## config.mk

```make
export PLATFORM = sky130hd
export DESIGN_NAME = instr_fetch
export DESIGN_NICKNAME = d
export VERILOG_FILES = /design/src/rtl/fetch_pkg.sv /design/src/rtl/fetch_fifo.sv /design/src/rtl/instr_fetch.sv
export SDC_FILE = /design/constraint.sdc
export NUM_CORES = 1
export LEC_CHECK = 0
export ABC_AREA = 1
export CAP_MARGIN = 20
export CORE_ASPECT_RATIO = 1.1
export CORE_MARGIN = 2
export CORE_UTILIZATION = 54
export DETAILED_ROUTE_END_ITERATION = 12
export HOLD_SLACK_MARGIN = 0.1
export PLACE_DENSITY = 0.93
export SYNTH_ARGS = -nofsm -noshare
export SYNTH_HDL_FRONTEND = slang
export SYNTH_SLANG_ARGS = --single-unit
```

## constraint.sdc

```tcl
create_clock -name clk -period 2.4 [get_ports clk]
set_input_delay 0.48 -clock clk [delete_from_list [all_inputs] [get_ports clk]]
set_output_delay 0.48 -clock clk [all_outputs]
set_load 0.005 [all_outputs]
```

## src/rtl/fetch_pkg.sv

```systemverilog
// Shared constants and FSM state encodings for the instruction fetch unit.
package fetch_pkg;
  localparam int ADDR_W_DEF = 8;
  localparam int INSTR_W    = 16;
  localparam int X1_BIT     = 15;
  localparam int X2_BIT     = 14;

  typedef logic [1:0] fetchState_t;
  localparam fetchState_t ST_IDLE = 2'd0;
  localparam fetchState_t ST_WAIT = 2'd1;
  localparam fetchState_t ST_DROP = 2'd2;
endpackage

```

## src/rtl/fetch_fifo.sv

```systemverilog
// Two-entry instruction FIFO; entry0 is always the head, so no pointers are needed.
module fetch_fifo
  import fetch_pkg::*;
(
  input  logic               clk,
  input  logic               rst_n,
  input  logic               push,
  input  logic               pop,
  input  logic               flush,
  input  logic [INSTR_W-1:0] pushData,
  output logic [INSTR_W-1:0] headData,
  output logic [1:0]         count
);
  logic [INSTR_W-1:0] entry0, entry1;

  always_ff @(posedge clk or negedge rst_n) begin
    if (!rst_n) begin
      count  <= 2'd0;
      entry0 <= '0;
      entry1 <= '0;
    end else if (flush) begin
      count <= 2'd0;
    end else begin
      case ({push, pop})
        2'b10: begin
          if (count == 2'd0) entry0 <= pushData;
          else               entry1 <= pushData;
          count <= count + 2'd1;
        end
        2'b01: begin
          entry0 <= entry1;
          count  <= count - 2'd1;
        end
        2'b11: begin
          // Count is unchanged; the new word lands behind whatever remains.
          if (count == 2'd1) entry0 <= pushData;
          else begin
            entry0 <= entry1;
            entry1 <= pushData;
          end
        end
        default: ;
      endcase
    end
  end

  assign headData = (count != 2'd0) ? entry0 : '0;
endmodule

```

## src/rtl/instr_fetch.sv

```systemverilog
// Instruction fetch: PC, single-outstanding memory request FSM and 2-deep FIFO.
// Optional FETCH_PERF_CNT_EN adds saturating fetch/flush counters.
module instr_fetch
  import fetch_pkg::*;
#(
  parameter int                ADDR_W   = ADDR_W_DEF,
  parameter logic [ADDR_W-1:0] RESET_PC = ADDR_W'(8'h00)
) (
  input  logic               clk,
  input  logic               rst_n,
  output logic               imem_req,
  output logic [ADDR_W-1:0]  imem_addr,
  input  logic               imem_rvalid,
  input  logic [INSTR_W-1:0] imem_rdata,
  input  logic               branch_taken,
  input  logic [ADDR_W-1:0]  branch_target,
  output logic               out_valid,
  input  logic               out_ready,
  output logic [INSTR_W-1:0] instr,
  output logic               x1,
  output logic               x2
`ifdef FETCH_PERF_CNT_EN
  ,
  output logic [15:0]        perf_fetched,
  output logic [15:0]        perf_flushed
`endif
);
  fetchState_t       state;
  logic [ADDR_W-1:0] pc;
  logic [1:0]        count;
  logic              push, pop;

  // rst_n gates the request so it stays low while reset is held.
  assign imem_req  = rst_n && (state == ST_IDLE) && (count < 2'd2) && !branch_taken;
  assign imem_addr = pc;
  assign push      = (state == ST_WAIT) && imem_rvalid && !branch_taken;
  assign pop       = out_valid && out_ready && !branch_taken;
  assign out_valid = (count != 2'd0);
  assign x1        = instr[X1_BIT];
  assign x2        = instr[X2_BIT];

  always_ff @(posedge clk or negedge rst_n) begin
    if (!rst_n) begin
      state <= ST_IDLE;
      pc    <= RESET_PC;
    end else begin
      if (branch_taken)  pc <= branch_target;
      else if (imem_req) pc <= pc + ADDR_W'(1);
      case (state)
        ST_IDLE: if (imem_req) state <= ST_WAIT;
        ST_WAIT: begin
          if (imem_rvalid)       state <= ST_IDLE;
          else if (branch_taken) state <= ST_DROP;
        end
        ST_DROP: if (imem_rvalid) state <= ST_IDLE;
        default: state <= ST_IDLE;
      endcase
    end
  end

  fetch_fifo uFifo (
    .clk      (clk),
    .rst_n    (rst_n),
    .push     (push),
    .pop      (pop),
    .flush    (branch_taken),
    .pushData (imem_rdata),
    .headData (instr),
    .count    (count)
  );

`ifdef FETCH_PERF_CNT_EN
  always_ff @(posedge clk or negedge rst_n) begin
    if (!rst_n) begin
      perf_fetched <= 16'd0;
      perf_flushed <= 16'd0;
    end else begin
      if (push && perf_fetched != 16'hFFFF)         perf_fetched <= perf_fetched + 16'd1;
      if (branch_taken && perf_flushed != 16'hFFFF) perf_flushed <= perf_flushed + 16'd1;
    end
  end
`endif
endmodule

```

==> out/metrics.csv, run 1 <==
metric;value;unit
outcome;completed;
use_met1;26.8;%
ir_drop;0.464;mV
fmax;0.432;GHz
yosysWarnings;0;
die_width;69.0;µm
fin_tns_setup;0;ns
grt_usage;22.6;%
synth_top_cell_area_share;43.8;%
critPathRequiredTime;1.92;ns
r2r_end;uFifo.entry0[12];
cts_buffers;5;
finalSetupViolCount;0;
synth-simple-area-share;34.0;%
routedWlPerCell;12.5;µm
hold_slack;0.326;ns
synth.avg_cell_area;7.41;µm²
drive_above_1_share;9.80;%
slew_violations;0;
dieHeight;75.5;µm
hold_viol_final;0;
grt-ovfl-total;0;
synth_top_family_by_area;simple AND/OR/NAND/NOR gates;
std_cell_rows;26;
synth_cell_type_count;29;
final_util;70.7;%
crit_type;register to primary output;
max_stage_delay;0.52;ns
dp_hpwl;4010;µm
synth-compound-area-share;6.57;%
antenna_found_initial;0;
fin_ws;0.0844;ns
ys_async_sr_fraction;100;%
cts_setup_buffers;0;
rr_worst_depth;10;
worstHoldPathType;primary input to asynchronous set/reset pin;
die_area;0.00521;mm²
synth_xor_xnor_area_share;0.697;%
grtUsageMet3;3.84;%
post-place-ws;0.328;ns
busiest_layer;met2;
synth.area.mux_share;0;%
dr_total_vias;2347;
cts_root_buffer;clkbuf_8;
yosysMostFrequentCell;nand2_1;
cts_tree;done;
cp.depth;5;
min_period;2.32;ns
synth_ff_type;dfrtp_1;
cp-start-kind;register;
nets;429;
synth_edf_count;0;
io_buffers;56;
place_area;0.00310;mm²
use_met2;42.1;%
area_growth;28.2;%
synthesis.nets;371;
crit_slowest_cell;clkdlybuf4s50_1;
synthAdderAreaFrac;1.49;%
syn_area;0.00251;mm²
grt_pass1_vias;2186;
path_cells;inv_1 > ha_1 > buf_4 > nor2_1 > clkdlybuf4s50_1;
num_io_pins;57;
coreArea;0.00455;mm²
drcViolationCount;0;
drt-pass1-iter-count;5;
cts_hold_buf;0;
yosysTopAreaCell;dfrtp_1;
synthTopCellsByCount;nand2_1 (94), inv_1 (59), dfrtp_1 (44);
grt_max_degree;45;
cpLargestDelayFamily;buffers and inverters;
yosys-top-cells-area;dfrtp_1 (44%), nand2_1 (14%), inv_1 (8.8%), nand3_1 (7.8%), nand3_2 (4.4%);
worstSkewPairLatency;0.29;ns
p_leak;0.00162;µW
viasPerCell;5.17;
start_util;55.2;%
clockBufferDepth;2;
endpoint_kind;primary output;
post_cts_resized;0;
wl;5680;µm
critPathBufInv;3;
stdcell_area;0.00322;mm²
cap_violations;0;
cts.reportedPaths.clkPinSlew;0.08;ns
grt_pass1_wl;9440;µm
fin_crit_sh;96.5;%
diodes;0;
ys_ff_latch;44;
skew;0.00754;ns
syn_inst;339;
tightest_slew;0.563;ns
timing.rr.start;uFifo.count[0];
cts.htree.levels;2;
powerDensity;991;mW/mm²
fillCellCount;376;
r2r_slack;0.49;ns
multi_input_area;0.00107;mm²
drt_iter0_markers;240;
clkSinkCount;44;
slew_headroom;62.4;%
cp_max_fo;19;
regArea;0.00110;mm²
place_congestion;0.811;
yosysSeqAreaShare;43.8;%
crit_arrival;1.84;ns
ant_nets;0;
==> where the power goes <==
group,internal (µW),total (µW),switching [µW],leakage (µW)
Sequential,1060,1270,212,0.000548
Combinational,683,1360,676,0.00102
Clock,309,563,254,0.0000552
==> placed cells by master (no fill, tap or decap), drive strengths merged <==
| master | Yosys | final |
|---|---|---|
| clkbuf | 2 | 6 |
| ha | 3 | 3 |
| o21a | 1 | 1 |
| nand4 | 5 | 5 |
| a21oi | 4 | 4 |
| xnor2 | 1 | 1 |
| bufinv | 0 | 1 |
| clkinv | 0 | 1 |
| buf | 12 | 10 |
| inv | 63 | 63 |
| o31ai | 1 | 1 |
| dfrtp | 44 | 44 |
| o211ai | 2 | 2 |
| o21ai | 23 | 23 |
| clkdlybuf4s50 | 0 | 55 |
| xor2 | 1 | 1 |
| nand2 | 98 | 98 |
| nor2 | 29 | 29 |
| nand3 | 50 | 50 |
==> logic make-up after synthesis <==
family / Yosys count
flip-flops: 44
XOR/XNOR: 2
AO/OA/AOI/OAI: 31
AND/OR/NAND/NOR: 182
adder cells (fa/ha/maj): 3
buffers and inverters: 77
==> flip-flops by register name, indices dropped and copies added, names as in the netlist <==
name	cells
uFifo.entry1	16
imem_addr	8
uFifo.entry0	16
state	2
uFifo.count	2
==> worst reg2reg max path: cells and delay by family, from the launching register on <==
family,cells,cell delay [ns]
simple gates,6,0.88
buf+inv,3,0.38
fa+ha+maj,1,0.20
flops,1,0.40
==> cell type report <==
type	instances	area share (%)
multi-input cells	218	33.4
inverters	63	7.58
clock buffers	6	2.25
well taps	56	2.18
clock inverters	2	1.09
flip-flops and latches	44	34.2
repair buffers	65	19.3
==> through the flow <==
stage | total power, µW | cells
3_3_place_gp | 2540 | 444
5_1_grt | 3450 | 454
3_5_place_dp | 2630 | 444
4_1_cts | 3200 | 452
2_1_floorplan | 2050 | 339
6_report | 3190 | 454
==> worst max-delay path by stage <==
stage                   start   endpoint  slack (ns)
2_1_floorplan  uFifo.count[1]  instr[14]        0.68
3_3_place_gp     branch_taken   imem_req        0.34
3_5_place_dp     branch_taken   imem_req        0.33
4_1_cts        uFifo.count[0]  instr[15]        0.06
5_1_grt        uFifo.count[0]  instr[15]       -0.01
6_report       uFifo.count[0]  instr[14]        0.08
==> metal layers <==
layer	wire [µm]	share of wire [%]	up-vias
li1	-	-	1163
met1	2320	41	1096
met2	3020	53	84
met3	296	5.2	4
met4	47	0.83	0
met5	0	0	-
No activity file was read; power rests on OpenSTA's default activity.
==> inputs of run 2 (changes only) <==
--- a/config.mk
+++ b/config.mk
@@ -12,7 +12,7 @@
 export CORE_UTILIZATION = 54
 export DETAILED_ROUTE_END_ITERATION = 12
 export HOLD_SLACK_MARGIN = 0.1
-export PLACE_DENSITY = 0.93
+export PLACE_DENSITY = 0.85
 export SYNTH_ARGS = -nofsm -noshare
 export SYNTH_HDL_FRONTEND = slang
 export SYNTH_SLANG_ARGS = --single-unit
==> constraint.sdc (replaced) <==
create_clock -name clk -period 2.4 [get_ports clk]
set_input_delay 0.48 -clock clk [delete_from_list [all_inputs] [get_ports clk]]
set_output_delay 0.48 -clock clk [all_outputs]
set_load 0.1 [all_outputs]
==> run 2 against run 1 <==
Against the previous run: worst hold slack got worse by 0.033 ns; final cell count fell by 0.44%; sequential cell count did not move; clock skew fell by 0.0014 ns; critical path type unchanged; critical endpoint is now x1; largest cell class unchanged; largest power group unchanged.
==> out/metrics.csv, run 2 (synthesis results as in run 1) <==
metric;value;unit
crit_arrival;1.61;ns
min_period;2.09;ns
r2r_end;uFifo.entry0[6];
final_util;74.5;%
area_growth;35.0;%
hold_viol_final;0;
io_buffers;56;
dieHeight;75.5;µm
drive_above_1_share;16.9;%
grt_pass1_wl;9830;µm
cts_buffers;5;
cts.htree.levels;2;
post_cts_resized;0;
nets;427;
antenna_found_initial;0;
final_common_cell;nand2_1;
comb_power_share;62.8;%
clkPwrFrac;11.4;%
worstSkewPairLatency;0.30;ns
slew_violations;0;
cts_setup_buffers;0;
cts_root_buffer;clkbuf_8;
powerDensity;1460;mW/mm²
power.switching;2590;µW
p_sw_share;52.4;%
timing.rr.start;uFifo.count[0];
drt_iter0_markers;131;
std_cell_rows;26;
clockBufferDepth;2;
seqPwrFrac;25.8;%
coreArea;0.00455;mm²
r2r_slack;0.46;ns
cts_tree;done;
grt_pass1_vias;2289;
grt-ovfl-total;0;
rr_worst_depth;10;
wl;5650;µm
clkSinkCount;44;
place_congestion;0.884;
final_cell_mix;nand2_1 (94), inv_1 (59), dfrtp_1 (44), nand3_1 (39), clkdlybuf4s50_1 (27);
finalSetupViolCount;0;
fin_crit_sh;87.2;%
drcViolationCount;0;
rsz0062_at_grt;false;
fin_tns_setup;0;ns
dr_total_vias;2345;
cp-start-kind;register;
dp_hpwl;4210;µm
ant_nets;0;
endpoint_kind;primary output;
cts.reportedPaths.clkPinSlew;0.08;ns
skew;0.00611;ns
start_util;55.2;%
ir_drop;0.780;mV
grt_usage;23.6;%
die_width;69.0;µm
tightest_slew;0.540;ns
num_io_pins;57;
drt-pass1-iter-count;4;
hold_slack;0.293;ns
p_leak;0.00172;µW
outcome;completed;
cp_max_fo;19;
critPathRequiredTime;1.92;ns
routedWlPerCell;12.5;µm
crit_type;register to primary output;
cap_violations;0;
diodes;0;
die_area;0.00521;mm²
slew_headroom;64.0;%
fmax;0.478;GHz
worstHoldPathType;primary input to asynchronous set/reset pin;
cts_hold_buf;0;
intPower;2350;µW
viasPerCell;5.19;
grt_max_degree;45;
crit_path_start;uFifo.count[0];
==> run 2: worst max-delay path: stages, from the launching register on <==
cell     delay [ns]
dfrtp_1        0.40
inv_1          0.06
ha_1           0.19
buf_4          0.20
nor2_2         0.24
buf_12         0.21
==> run 2: worst max-delay path by stage <==
stage,slack [ns],cells after the start,endpoint
global placement,0.37,7,uFifo.entry0[2]
CTS,0.30,5,x1
detailed placement,0.29,7,uFifo.entry0[6]
floorplan,-0.30,5,instr[10]
global route,0.24,5,x1
finish,0.31,5,x1
==> run 2: layer usage <==
metal  GRT usage, %  vias up  share of wire [%]
met4           12.6        0                2.8
met3           3.84       15                5.7
met5              0        -                  0
met2           44.4       82                 51
met1           26.3     1083                 40
li1               -     1165                  -
==> run 2: area by class of cell <==
| type | count | area [µm²] |
|---|---|---|
| multi-input cells | 218 | 1080 |
| clock inverters | 2 | 35.0 |
| repair buffers | 63 | 788 |
| flip-flops and latches | 44 | 1100 |
| fillers | 322 | 1160 |
| inverters | 63 | 244 |
| clock buffers | 6 | 72.6 |
| well taps | 56 | 70.1 |
==> run 2: power groups by stage <==
| stage | clock [µW] | sequential (µW) | combinational (µW) |
|---|---|---|---|
| after floorplan | 0 | 1480 | 1920 |
| after global placement | 0 | 1250 | 3040 |
| after detailed placement | 0 | 1270 | 3100 |
| after CTS | 571 | 1260 | 3110 |
| after global routing | 591 | 1310 | 3290 |
| final | 563 | 1270 | 3100 |
==> run 2: per-stage QoR <==
stage	total power (µW)	setup WS, ns	cell area (µm²)	std cells
3_5_place_dp	4370	0.294	3280	444
2_1_floorplan	3400	-0.303	2520	339
5_1_grt	5180	0.236	3390	452
6_report	4930	0.308	3390	452
4_1_cts	4950	0.298	3390	452
3_3_place_gp	4290	0.371	3280	444
==> patch: new RTL, flow settings as in run 1 <==
Add a define of `FETCH_PERF_CNT_EN`.
--- a/src/rtl/instr_fetch.sv
+++ b/src/rtl/instr_fetch.sv
@@ -1,5 +1,7 @@
 // Instruction fetch: PC, single-outstanding memory request FSM and 2-deep FIFO.
 // Optional FETCH_PERF_CNT_EN adds saturating fetch/flush counters.
+`define FETCH_PERF_CNT_EN
+
 module instr_fetch
   import fetch_pkg::*;
 #(
Behaviour (old outputs only; new: perf_fetched and perf_flushed): unchanged (equiv_simple and equiv_induct, registers matched by name and starting in step).
==> patch against run 1 <==
Total power rose by 48%. Area after synthesis rose by 74%. Setup slack improved by 0.056 ns. Routed wire length rose by 85%. Global-route usage rose by 1.8 points. Final area rose by 72%. Core utilization fell by 0.81 points. Synthesized cell count rose by 80%. Sequential cell count rose by 32. Clock skew rose by 0.0016 ns. First-iteration DRC count rose by 2.5%.
==> patch: results (changes against run 1) <==
* Number of library cell types mapped by synthesis at 32 (was 29)
* WL/cell at 12.93 um (was 12.50 um)
* Port buffer count at 88 (was 56)
* Cell count of the worst reg-to-reg path at 6 (was 10)
* Static leakage at 2.653 nW (was 1.624 nW)
* Total track usage at 24.36% (was 22.57%)
* Global-route wire length before repair at 17850 um (was 9439 um)
* Power in combinational cells at 1.77 mW (was 1.36 mW)
* Syn Nets at 645 (was 371)
* Hpwl dp at 7731 um (was 4008 um)
* XOR/XNOR Fraction of Synth Area at 3.397% (was 0.6972%)
* R2R Path End: perf_fetched[6] (was uFifo.entry0[12])
* Post-CTS sizing at 1 (was 0)
* Met3 wire length at 570 um (was 296 um)
* Iter 0 DRT Violations at 246 (was 240)
* Largest net degree at the start of global routing at 77 (was 45)
* Synth Area in Adders at 1.427% (was 1.494%)
* Most frequent cells after synthesis: nand2_1 (244), dfrtp_1 (76), inv_1 (63), nor2_1 (63), nand3_1 (34) (was nand2_1 (94), inv_1 (59), dfrtp_1 (44), nand3_1 (39), nor2_1 (26))
* Status: finished, final reports clean (unchanged)
* Max Clock Skew at 0.009170 ns (was 0.007540 ns)
* Sequential cell area fraction in the yosys report at 43.39% (was 43.82%)
* Actual slew at the worst max-slew pin at 0.9569 ns (was 0.5634 ns)
* Vias in the first global route at 4044 (was 2186)
* Reg2Reg Launch Point: perf_fetched[0] (was uFifo.count[0])
* Clk_lat worst skew at 0.35 ns (was 0.29 ns)
* CP Max Fanout at 4 (was 19)
* Final worst slack at 0.1404 ns (was 0.08442 ns)
* Post-synthesis compound-gate area fraction at 4.967% (was 6.574%)
* Layout cells sized above 1 at 7.102% (was 9.799%)
* NetSw at 1.642 mW (was 1.142 mW)
* Peak supply drop at 456.8 uV (was 463.9 uV)
* Vias/cell at 5.169 (was 5.170)
* Hold_ws at 0.3949 ns (was 0.3263 ns)
* Routability cong. at 0.8623 (was 0.8107)
* Switching share of total power at 34.73% (was 35.78%)
* Total CTS buffers at 9 (was 5)
* Final #Nets at 733 (was 429)
patch: cell count changes in the layout (fill, tap and decap cells not counted), moves of 6 or more:
cell / change
nand3b_1: +17
dfrtp_1: +32
nand4_1: +6
clkdlybuf4s50_1: +32
o21ai_0: +8
nor2_1: +36
nand2_1: +150
nand3_2: -10
xnor2_1: +11
patch: worst max-delay path by stage:
| stage | start | endpoint | cells past startpoint |
|---|---|---|---|
| 6_report | uFifo.count[1] | imem_req | 4 |
| 5_1_grt | uFifo.count[1] | imem_req | 4 |
| 4_1_cts | uFifo.count[0] | instr[15] | 4 |
| 3_5_place_dp | branch_taken | uFifo.entry1[12] | 10 |
| 3_3_place_gp | branch_taken | uFifo.entry1[9] | 10 |
| 2_1_floorplan | uFifo.count[0] | instr[14] | 6 |
patch: per-layer routing:
| layer | vias to the layer above | global-route usage [%] |
|---|---|---|
| li1 | 2067 | - |
| met1 | 1965 | 28.06 |
| met2 | 144 | 45.28 |
| met3 | 21 | 4.205 |
| met4 | 0 | 9.586 |
| met5 | - | 0 |
patch: final cells by class:
class | instances | area, um2
clock buffer | 9 | 123.9
clock inverter | 7 | 76.32
fill | 638 | 2381
inverter | 71 | 274.0
multi-input combinational | 446 | 2090
sequential | 76 | 1902
tap | 108 | 135.1
timing repair buffer | 95 | 930.9
patch: stage by stage:
step	std cells	area, um2	utilization [%]
4_1_cts	812	5519	69.75
6_report	812	5532	69.91
3_5_place_dp	796	5316	67.19
3_3_place_gp	796	5316	67.19
2_1_floorplan	611	4383	-
5_1_grt	812	5532	69.91
patch: worst reg2reg max path, stage by stage, from the launching register on:
cell	delay [ns]
dfrtp_1	0.46
ha_1	0.29
inv_1	0.08
nor2_2	0.18
nand2_2	0.11
o21ai_2	0.49
o21ai_0	0.17
